`src/rtl/apb_cmd_master.sv`:
```
// APB requester: one valid/ready command becomes one SETUP->ACCESS transfer.
// Out-of-range addresses are rejected locally; hung transfers time out.
module apb_cmd_master #(
    parameter int ADDR_W     = 32,
    parameter int DATA_W     = 32,
    parameter int ADDR_LIMIT = 256,
    parameter int TIMEOUT    = 16
) (
    input  logic              pclk,
    input  logic              rst_n,
    input  logic              cmd_valid,
    output logic              cmd_ready,
    input  logic              cmd_write,
    input  logic [ADDR_W-1:0] cmd_addr,
    input  logic [DATA_W-1:0] cmd_wdata,
    output logic              rsp_valid,
    input  logic              rsp_ready,
    output logic [DATA_W-1:0] rsp_rdata,
    output logic              rsp_err,
    output logic              psel,
    output logic              penable,
    output logic              pwrite,
    output logic [ADDR_W-1:0] paddr,
    output logic [DATA_W-1:0] pwdata,
    input  logic [DATA_W-1:0] prdata,
    input  logic              pready,
    input  logic              pslverr
);

    localparam int CNT_W = $clog2(TIMEOUT + 2);
    localparam logic [CNT_W-1:0] CNT_LAST = (TIMEOUT == 0) ? '0 : CNT_W'(TIMEOUT - 1);
    localparam logic [ADDR_W:0]  LIMIT    = (ADDR_W + 1)'(ADDR_LIMIT);

    typedef enum logic [1:0] {IDLE, SETUP, ACCESS} state_t;

    state_t              state_q, state_d;
    logic [CNT_W-1:0]    cnt_q, cnt_d;
    logic                pwrite_q, pwrite_d;
    logic [ADDR_W-1:0]   paddr_q, paddr_d;
    logic [DATA_W-1:0]   pwdata_q, pwdata_d;
    logic                rsp_valid_q, rsp_valid_d;
    logic [DATA_W-1:0]   rsp_rdata_q, rsp_rdata_d;
    logic                rsp_err_q, rsp_err_d;

    // Bus strobes decode straight from the state so async reset drops them at once
    assign psel      = (state_q != IDLE);
    assign penable   = (state_q == ACCESS);
    assign pwrite    = pwrite_q;
    assign paddr     = paddr_q;
    assign pwdata    = pwdata_q;
    assign rsp_valid = rsp_valid_q;
    assign rsp_rdata = rsp_rdata_q;
    assign rsp_err   = rsp_err_q;
    assign cmd_ready = (state_q == IDLE) && !rsp_valid_q && rst_n;

    always_comb begin
        state_d     = state_q;
        cnt_d       = cnt_q;
        pwrite_d    = pwrite_q;
        paddr_d     = paddr_q;
        pwdata_d    = pwdata_q;
        rsp_valid_d = rsp_valid_q;
        rsp_rdata_d = rsp_rdata_q;
        rsp_err_d   = rsp_err_q;

        if (rsp_valid_q && rsp_ready) begin
            rsp_valid_d = 1'b0;
        end

        case (state_q)
            IDLE: begin
                if (cmd_valid && cmd_ready) begin
                    if ({1'b0, cmd_addr} < LIMIT) begin
                        pwrite_d = cmd_write;
                        paddr_d  = cmd_addr;
                        pwdata_d = cmd_wdata;
                        state_d  = SETUP;
                    end else begin
                        rsp_valid_d = 1'b1;
                        rsp_err_d   = 1'b1;
                        rsp_rdata_d = '0;
                    end
                end
            end
            SETUP: begin
                cnt_d   = '0;
                state_d = ACCESS;
            end
            ACCESS: begin
                if (pready) begin
                    rsp_valid_d = 1'b1;
                    rsp_rdata_d = pwrite_q ? '0 : prdata;
                    rsp_err_d   = pslverr;
                    state_d     = IDLE;
                end else if ((TIMEOUT != 0) && (cnt_q == CNT_LAST)) begin
                    // pready still low at the end of the last allowed ACCESS cycle
                    rsp_valid_d = 1'b1;
                    rsp_rdata_d = '0;
                    rsp_err_d   = 1'b1;
                    state_d     = IDLE;
                end else begin
                    cnt_d = cnt_q + 1'b1;
                end
            end
            default: state_d = IDLE;
        endcase
    end

    always_ff @(posedge pclk or negedge rst_n) begin
        if (!rst_n) begin
            state_q     <= IDLE;
            cnt_q       <= '0;
            pwrite_q    <= 1'b0;
            paddr_q     <= '0;
            pwdata_q    <= '0;
            rsp_valid_q <= 1'b0;
            rsp_rdata_q <= '0;
            rsp_err_q   <= 1'b0;
        end else begin
            state_q     <= state_d;
            cnt_q       <= cnt_d;
            pwrite_q    <= pwrite_d;
            paddr_q     <= paddr_d;
            pwdata_q    <= pwdata_d;
            rsp_valid_q <= rsp_valid_d;
            rsp_rdata_q <= rsp_rdata_d;
            rsp_err_q   <= rsp_err_d;
        end
    end

endmodule

```
`config.mk`:
```
export PLATFORM = sky130hd
export DESIGN_NAME = apb_cmd_master
export DESIGN_NICKNAME = d
export VERILOG_FILES = /design/src/rtl/apb_cmd_master.sv
export SDC_FILE = /design/constraint.sdc
export NUM_CORES = 1
export LEC_CHECK = 0
export BUFFER_PORTS_ARGS = -buffer_cell sky130_fd_sc_hd__buf_2
export CORE_AREA = 5 5 109 111
export CTS_CLUSTER_DIAMETER = 150
export CTS_CLUSTER_SIZE = 40
export DETAILED_ROUTE_END_ITERATION = 10
export DIE_AREA = 0 0 114 116
export GPL_TIMING_DRIVEN = 0
export PLACE_DENSITY_LB_ADDON = 0.25
export SYNTH_ARGS = -nofsm -noshare
export SYNTH_HDL_FRONTEND = slang
export SYNTH_SLANG_ARGS = --single-unit
```
`constraint.sdc`:
```
create_clock -name pclk -period 2.7 [get_ports pclk]
set_clock_uncertainty 0.05 [all_clocks]
set_input_delay 0.135 -clock pclk [delete_from_list [all_inputs] [get_ports pclk]]
set_output_delay 0.135 -clock pclk [all_outputs]
set_load 0.005 [all_outputs]
```
==> run_results.csv, run 1 <==
group,metric,value,unit
timing,finalMaxSlewViolations,0,
worst_hold_path,hold_depth,3,
die,rows,38,
worst_hold_path,min_path_type,"in -> reg",
logic_synthesis,synth_area_leaders,"dfrtp_1, mux2_2, nand2_1, nor2b_1, o21ai_0",
cts,cts.sinks,106,
setup_path,cp.required,2880,ps
global_routing,antenna_found_initial,0,
logic_synthesis,async_reset_ff_share,100,%
routing,wl_met3,946,um
cts,clk_pin_slew_worst_paths,90,ps
routing,totalWireLength,11400,um
cts,postCtsSetupRepairBufs,0,
setup_path,critPathLaunchType,"primary input",
setup_path,path_class,"in -> reg",
routing,vias_per_cell,4.59,
global_routing,grt_pass1_vias,3825,
timing,setup-tns-final,0,ps
setup_path,crit_family,"buffers and inverters",
setup_path,crit_fanout,53,
logic_synthesis,synth-seq-cells,106,
timing,fin_crit,2400,ps
logic_synthesis,synth_top_area_share,63.5,%
timing,rsz0062_at_grt,"false",
cts,insertion_delay,360,ps
logic_synthesis,ys_warn_count,0,
timing,fin_crit_sh,88.9,%
logic_synthesis,synth-edff-count,0,
logic_synthesis,synth_area,4180,um^2
setup_path,r2r_cells,8,
setup_path,worstPathCellList,"dlygate4sd3_1, buf_4, nand4b_1, nor3_2, buf_4, buf_6, mux2_2",
global_routing,grt_overflow_total,0,
pwr,leakagePower,0.00347,uW
worst_hold_path,hp-start,"pslverr",
logic_synthesis,synthDistinctLibCells,28,
routing,vias,3572,
global_routing,grt_first_pass_wirelength,18400,um
logic_synthesis,avgSynthCellArea,12.1,um^2
setup_path,crit_slowest_cell,"buf_4",
routing,highest_layer,"met4",
logic_synthesis,synth_cells,344,
flow_run,drv_cap,0,
die,initial_core_util,39.0,%
global_routing,track_usage,17.3,%
final_layout,drive_above_1_share,43.3,%
routing,met1_length,4640,um
run_status,status,"finished, final reports clean",
cts,cts_buffers,9,
timing,relSlewSlack,55.1,%
cts,root_buffer,"clkbuf_8",
die,die-area,13200,um^2
die,die_w,114,um
die,num_io_pins,205,
cts,cts_buffer_depth,2,
pwr,power_density,440,nW/um^2
global_routing,grt_max_degree,57,
setup_path,cp-startpoint,"rst_n",
logic_synthesis,synth_common_cells,"dfrtp_1, nand2_1, mux2_2",
placed_design,port_buffers,204,
logic_synthesis,synth_most_common_cell,"dfrtp_1",
timing,max_freq,417,MHz
setup_path,r2r_start,"cnt_q[0]",
routing,drc,0,
cts,cts_tree,"built",
cts,htree_levels,3,
pwr,total_power,2790,uW
timing,setup_viol,0,
setup_path,path_depth,7,
timing,final_hold_viol_count,0,
timing,holdWs,37.7,ps
routing,final_antenna_net_count,0,
final_layout,area_growth,51.7,%
logic_synthesis,seq_area_frac_synth,63.5,%
setup_path,crit_top_cell,"buf_4",
routing,drt-initial-drc-count,101,
pwr,vdd_drop_max,0.279,mV
final_layout,fin_nets,743,
placed_design,globalplace.congestion,0.797,
final_layout,antenna_cells,0,
routing,post_drt_wl_per_cell,14.6,um
setup_path,critPathMaxStageDelay,540,ps
routing,met2RoutedLength,5580,um
die,die_h,116,um
timing,worst_pin_slew,674,ps
setup_path,critPathArrivalTime,2580,ps
logic_synthesis,synth_fp_nets,453,
setup_path,end_kind,"flip-flop",
routing,dr.pass1.iters,5,
setup_path,cp.buffers_inverters,4,
die,placeableCoreArea,10700,um^2
placed_design,hpwl,8130,um
logic_synthesis,synthFlopType,"dfrtp_1",
logic_synthesis,yosys.area.top_type,"dfrtp_1",
-- state kept, by name, indices dropped and copies added (netlist names) --
| name | flops |
|---|---|
| cnt_q | 5 |
| pwrite | 1 |
| rsp_rdata | 32 |
| rsp_valid | 1 |
| pwdata | 32 |
| rsp_err | 1 |
| paddr | 32 |
| state_q | 2 |
-- cells in the final DEF, fill, tap and decap left out, drive strengths merged --
cell,n
o2bb2ai,1
mux2,43
nand3,1
o311ai,1
a21oi,2
buf,218
nor4,6
nand4,3
o22ai,2
clkinv,3
nand4b,1
o21ai,40
o221ai,1
dlygate4sd3,74
a22o,1
nand2,71
nand2b,1
dfrtp,106
inv,7
a31oi,1
clkbuf,18
and3,1
nor3,1
nor2b,25
ha,6
nor2,5
-- final timing paths --
check                                endpoint  slack (ps)
max in group asynchronous       rsp_rdata[14]        1590
worst min register to register  rsp_rdata[17]         430
min in group asynchronous           paddr[15]         310
worst max-delay path               pwdata[11]         300
worst max register to register  rsp_rdata[15]         320
worst min-delay path                  rsp_err          40
-- routing by layer --
layer / GRT usage, % / vias up
met2: 30.2 / 142
met1: 21.3 / 1681
met3: 3.76 / 17
met5: 0 / -
li1: - / 1732
met4: 6.02 / 0
-- tightest hold or removal path, cell delays in order --
cell,delay (ps)
buf_2,80
nor2_1,30
o21ai_0,150
-- through the flow --
step	worst slack (ps)	utilization [%]	cell area [um^2]	cells
3_3_place_gp	-988	50.2	5370	688
3_5_place_dp	137	50.5	5400	689
6_report	300	59.2	6340	779
2_1_floorplan	587	-	4180	344
4_1_cts	94.2	59.2	6330	779
5_1_grt	25.7	59.2	6340	779
-- cell families after synthesis --
logic type	Yosys count	share of synthesized area [%]
AO/OA/AOI/OAI	49	6.50
adder cells (fa/ha/maj)	6	1.80
buffers and inverters	25	3.80
flip-flops	106	63.5
multiplexers	43	11.6
AND/OR/NAND/NOR	115	12.8
-- area by class of cell --
class,count,area (um^2)
Fill cell,907,4360
Clock inverter,3,22.5
Sequential cell,106,2650
Multi-Input combinational cell,213,1370
Tap cell,140,175
Clock buffer,13,169
Inverter,7,26.3
Timing Repair Buffer,279,1790
Buffer,18,133
-- what timing repair did --
item                       CTS  global route
gates resized for setup      0             1
hold endpoints to repair   123             0
hold buffers                74             0
setup endpoints to repair    0             7
-- where the power goes --
| group | leakage, uW | switching (uW) | internal [uW] | total, uW |
|---|---|---|---|---|
| clock | 0.0000996 | 516 | 414 | 930 |
| combinational | 0.00190 | 108 | 151 | 258 |
| sequential | 0.00147 | 4.70 | 1590 | 1600 |
| total | 0.00347 | 628 | 2160 | 2790 |
No activity file was read; power rests on OpenSTA's default activity.
==> run 2: changes to the inputs <==
- clock period: 2.7 -> 1.95 ns (I/O delays scaled with it)
==> run 2 against run 1 <==
The run now ends with hold timing left; via count increased by 4.4%; wire length is 9.5% higher; die area unchanged; count of clock-buffer cells in the layout decreased by 3; core utilization grew 3.7 points; global-route usage is 0.94 points higher; non-clock buffer count increased by 23; setup slack got worse by 270 ps; flip-flop and latch count unchanged; sequential power increased by 38%; largest power group unchanged.
==> run_results.csv, run 2 (synthesis gave the netlist of run 1 again) <==
group,metric,value,unit
die,placeableCoreArea,10700,um^2
die,die_h,116,um
setup_path,cp.required,2160,ps
routing,vias_per_cell,4.65,
global_routing,track_usage,18.2,%
routing,vias,3730,
timing,setup_viol,0,
routing,drc,0,
placed_design,globalplace.congestion,0.780,
timing,max_freq,520,MHz
die,initial_core_util,39.0,%
cts,clk_pin_slew_worst_paths,100,ps
run_status,failed_checks,"hold timing",
pwr,leakagePower,0.00365,uW
routing,drt-initial-drc-count,138,
global_routing,grt_max_degree,63,
cts,root_buffer,"clkbuf_8",
final_layout,multi_input_area,1470,um^2
routing,dr.pass1.iters,4,
final_layout,finalInstanceArea,6740,um^2
global_routing,grt_overflow_total,0,
final_layout,nFillCells,870,
final_layout,regArea,2650,um^2
final_layout,antenna_cells,0,
placed_design,hpwl,8450,um
global_routing,antenna_found_initial,0,
flow_run,drv_cap,0,
final_layout,layout.cells.non_filler,802,
die,die-area,13200,um^2
final_layout,mostFrequentLayoutCells,"buf_2, dfrtp_1, dlygate4sd3_1",
timing,relSlewSlack,61.6,%
pwr,vdd_drop_max,0.288,mV
die,rows,38,
timing,fin_crit_sh,98.7,%
timing,setup_ws,25.6,ps
setup_path,critPathArrivalTime,2130,ps
routing,post_drt_wl_per_cell,15.5,um
placed_design,postPlaceCellArea,5410,um^2
run_status,status,"complete, but fails checks",
pwr,power_density,599,nW/um^2
timing,finalMaxSlewViolations,0,
die,die_w,114,um
pwr,total_power,4030,uW
setup_path,r2r_cells,7,
setup_path,path_class,"reg -> reg",
placed_design,port_buffers,204,
placed_design,place_ws,-635,ps
timing,holdWs,-364,ps
cts,cts_buffer_depth,2,
die,num_io_pins,205,
cts,htree_levels,3,
global_routing,grt_pass1_vias,3969,
cts,hold_buffers,75,
cts,cts.sinks,106,
timing,fin_crit,1920,ps
routing,totalWireLength,12500,um
timing,rsz0062_at_grt,"true",
setup_path,crit_fanout,10,
cts,cts_tree,"built",
timing,worst_pin_slew,576,ps
timing,final_hold_viol_count,61,
routing,final_antenna_net_count,0,
setup_path,end_kind,"flip-flop",
global_routing,grt_first_pass_wirelength,19100,um
final_layout,fin_nets,766,
setup_path,critPathLaunchType,"flip-flop",
final_layout,layout_commonest_cell,"buf_2",
cts,cts_buffers,9,
final_layout,area_growth,61.3,%
placed_design,dp.cells,689,
final_layout,drive_above_1_share,47.7,%
cts,insertion_delay,380,ps
worst_hold_path,min_path_type,"in -> async",
==> run 2: worst paths after layout <==
kind                            endpoint  slack [ps]     startpoint
hold / removal                  paddr[2]        -360          rst_n
min in group pclk                rsp_err         130         pready
max in group asynchronous     pwdata[22]        1580          rst_n
setup reg to reg               pwdata[8]          30     state_q[0]
setup / recovery               pwdata[8]          30     state_q[0]
hold reg to reg            rsp_rdata[10]         430  rsp_rdata[10]
==> run 2: critical path, cell delays in order, from the launching register on <==
cell and delay (ps):
dfrtp_1 420, inv_2 100, ha_4 160, nand4b_1 130, nor3_2 250, buf_6 210
buf_8 150, mux2_2 330
==> run 2: cell type report <==
cell class,count,share of cell area (%)
Inverter,7,0.390
Clock inverter,6,1.08
Tap cell,140,2.60
Buffer,18,2.69
Sequential cell,106,39.4
Multi-Input combinational cell,213,21.8
Clock buffer,10,2.04
Timing Repair Buffer,302,30.0
==> run 2: power by group <==
group,switching (uW),total [uW],internal (uW)
logic,162,407,244
registers,6.88,2210,2210
clock network,771,1410,642
==> run 2: what timing repair did <==
item                                   CTS  global route
setup buffers                           10             8
setup endpoints to repair               96            84
resized for setup                       23            27
gates cloned                             0             4
pin swaps                                3             4
endpoints found under the hold margin  136            61
==> run 2: routing by layer <==
| layer | routed length (um) | track usage [%] | vias up |
|---|---|---|---|
| li1 | - | - | 1779 |
| met2 | 6180 | 31.5 | 158 |
| met4 | 192 | 4.51 | 0 |
| met1 | 5050 | 22.0 | 1778 |
| met3 | 1040 | 6.21 | 15 |
| met5 | 0 | 0 | - |
==> run 2: metrics by stage <==
stage / util (%) / TNS, ps
2_1_floorplan: - / 0
3_3_place_gp: 50.3 / -205940
3_5_place_dp: 50.6 / -47860
4_1_cts: 60.9 / 0
5_1_grt: 63.0 / -2820
6_report: 63.0 / 0
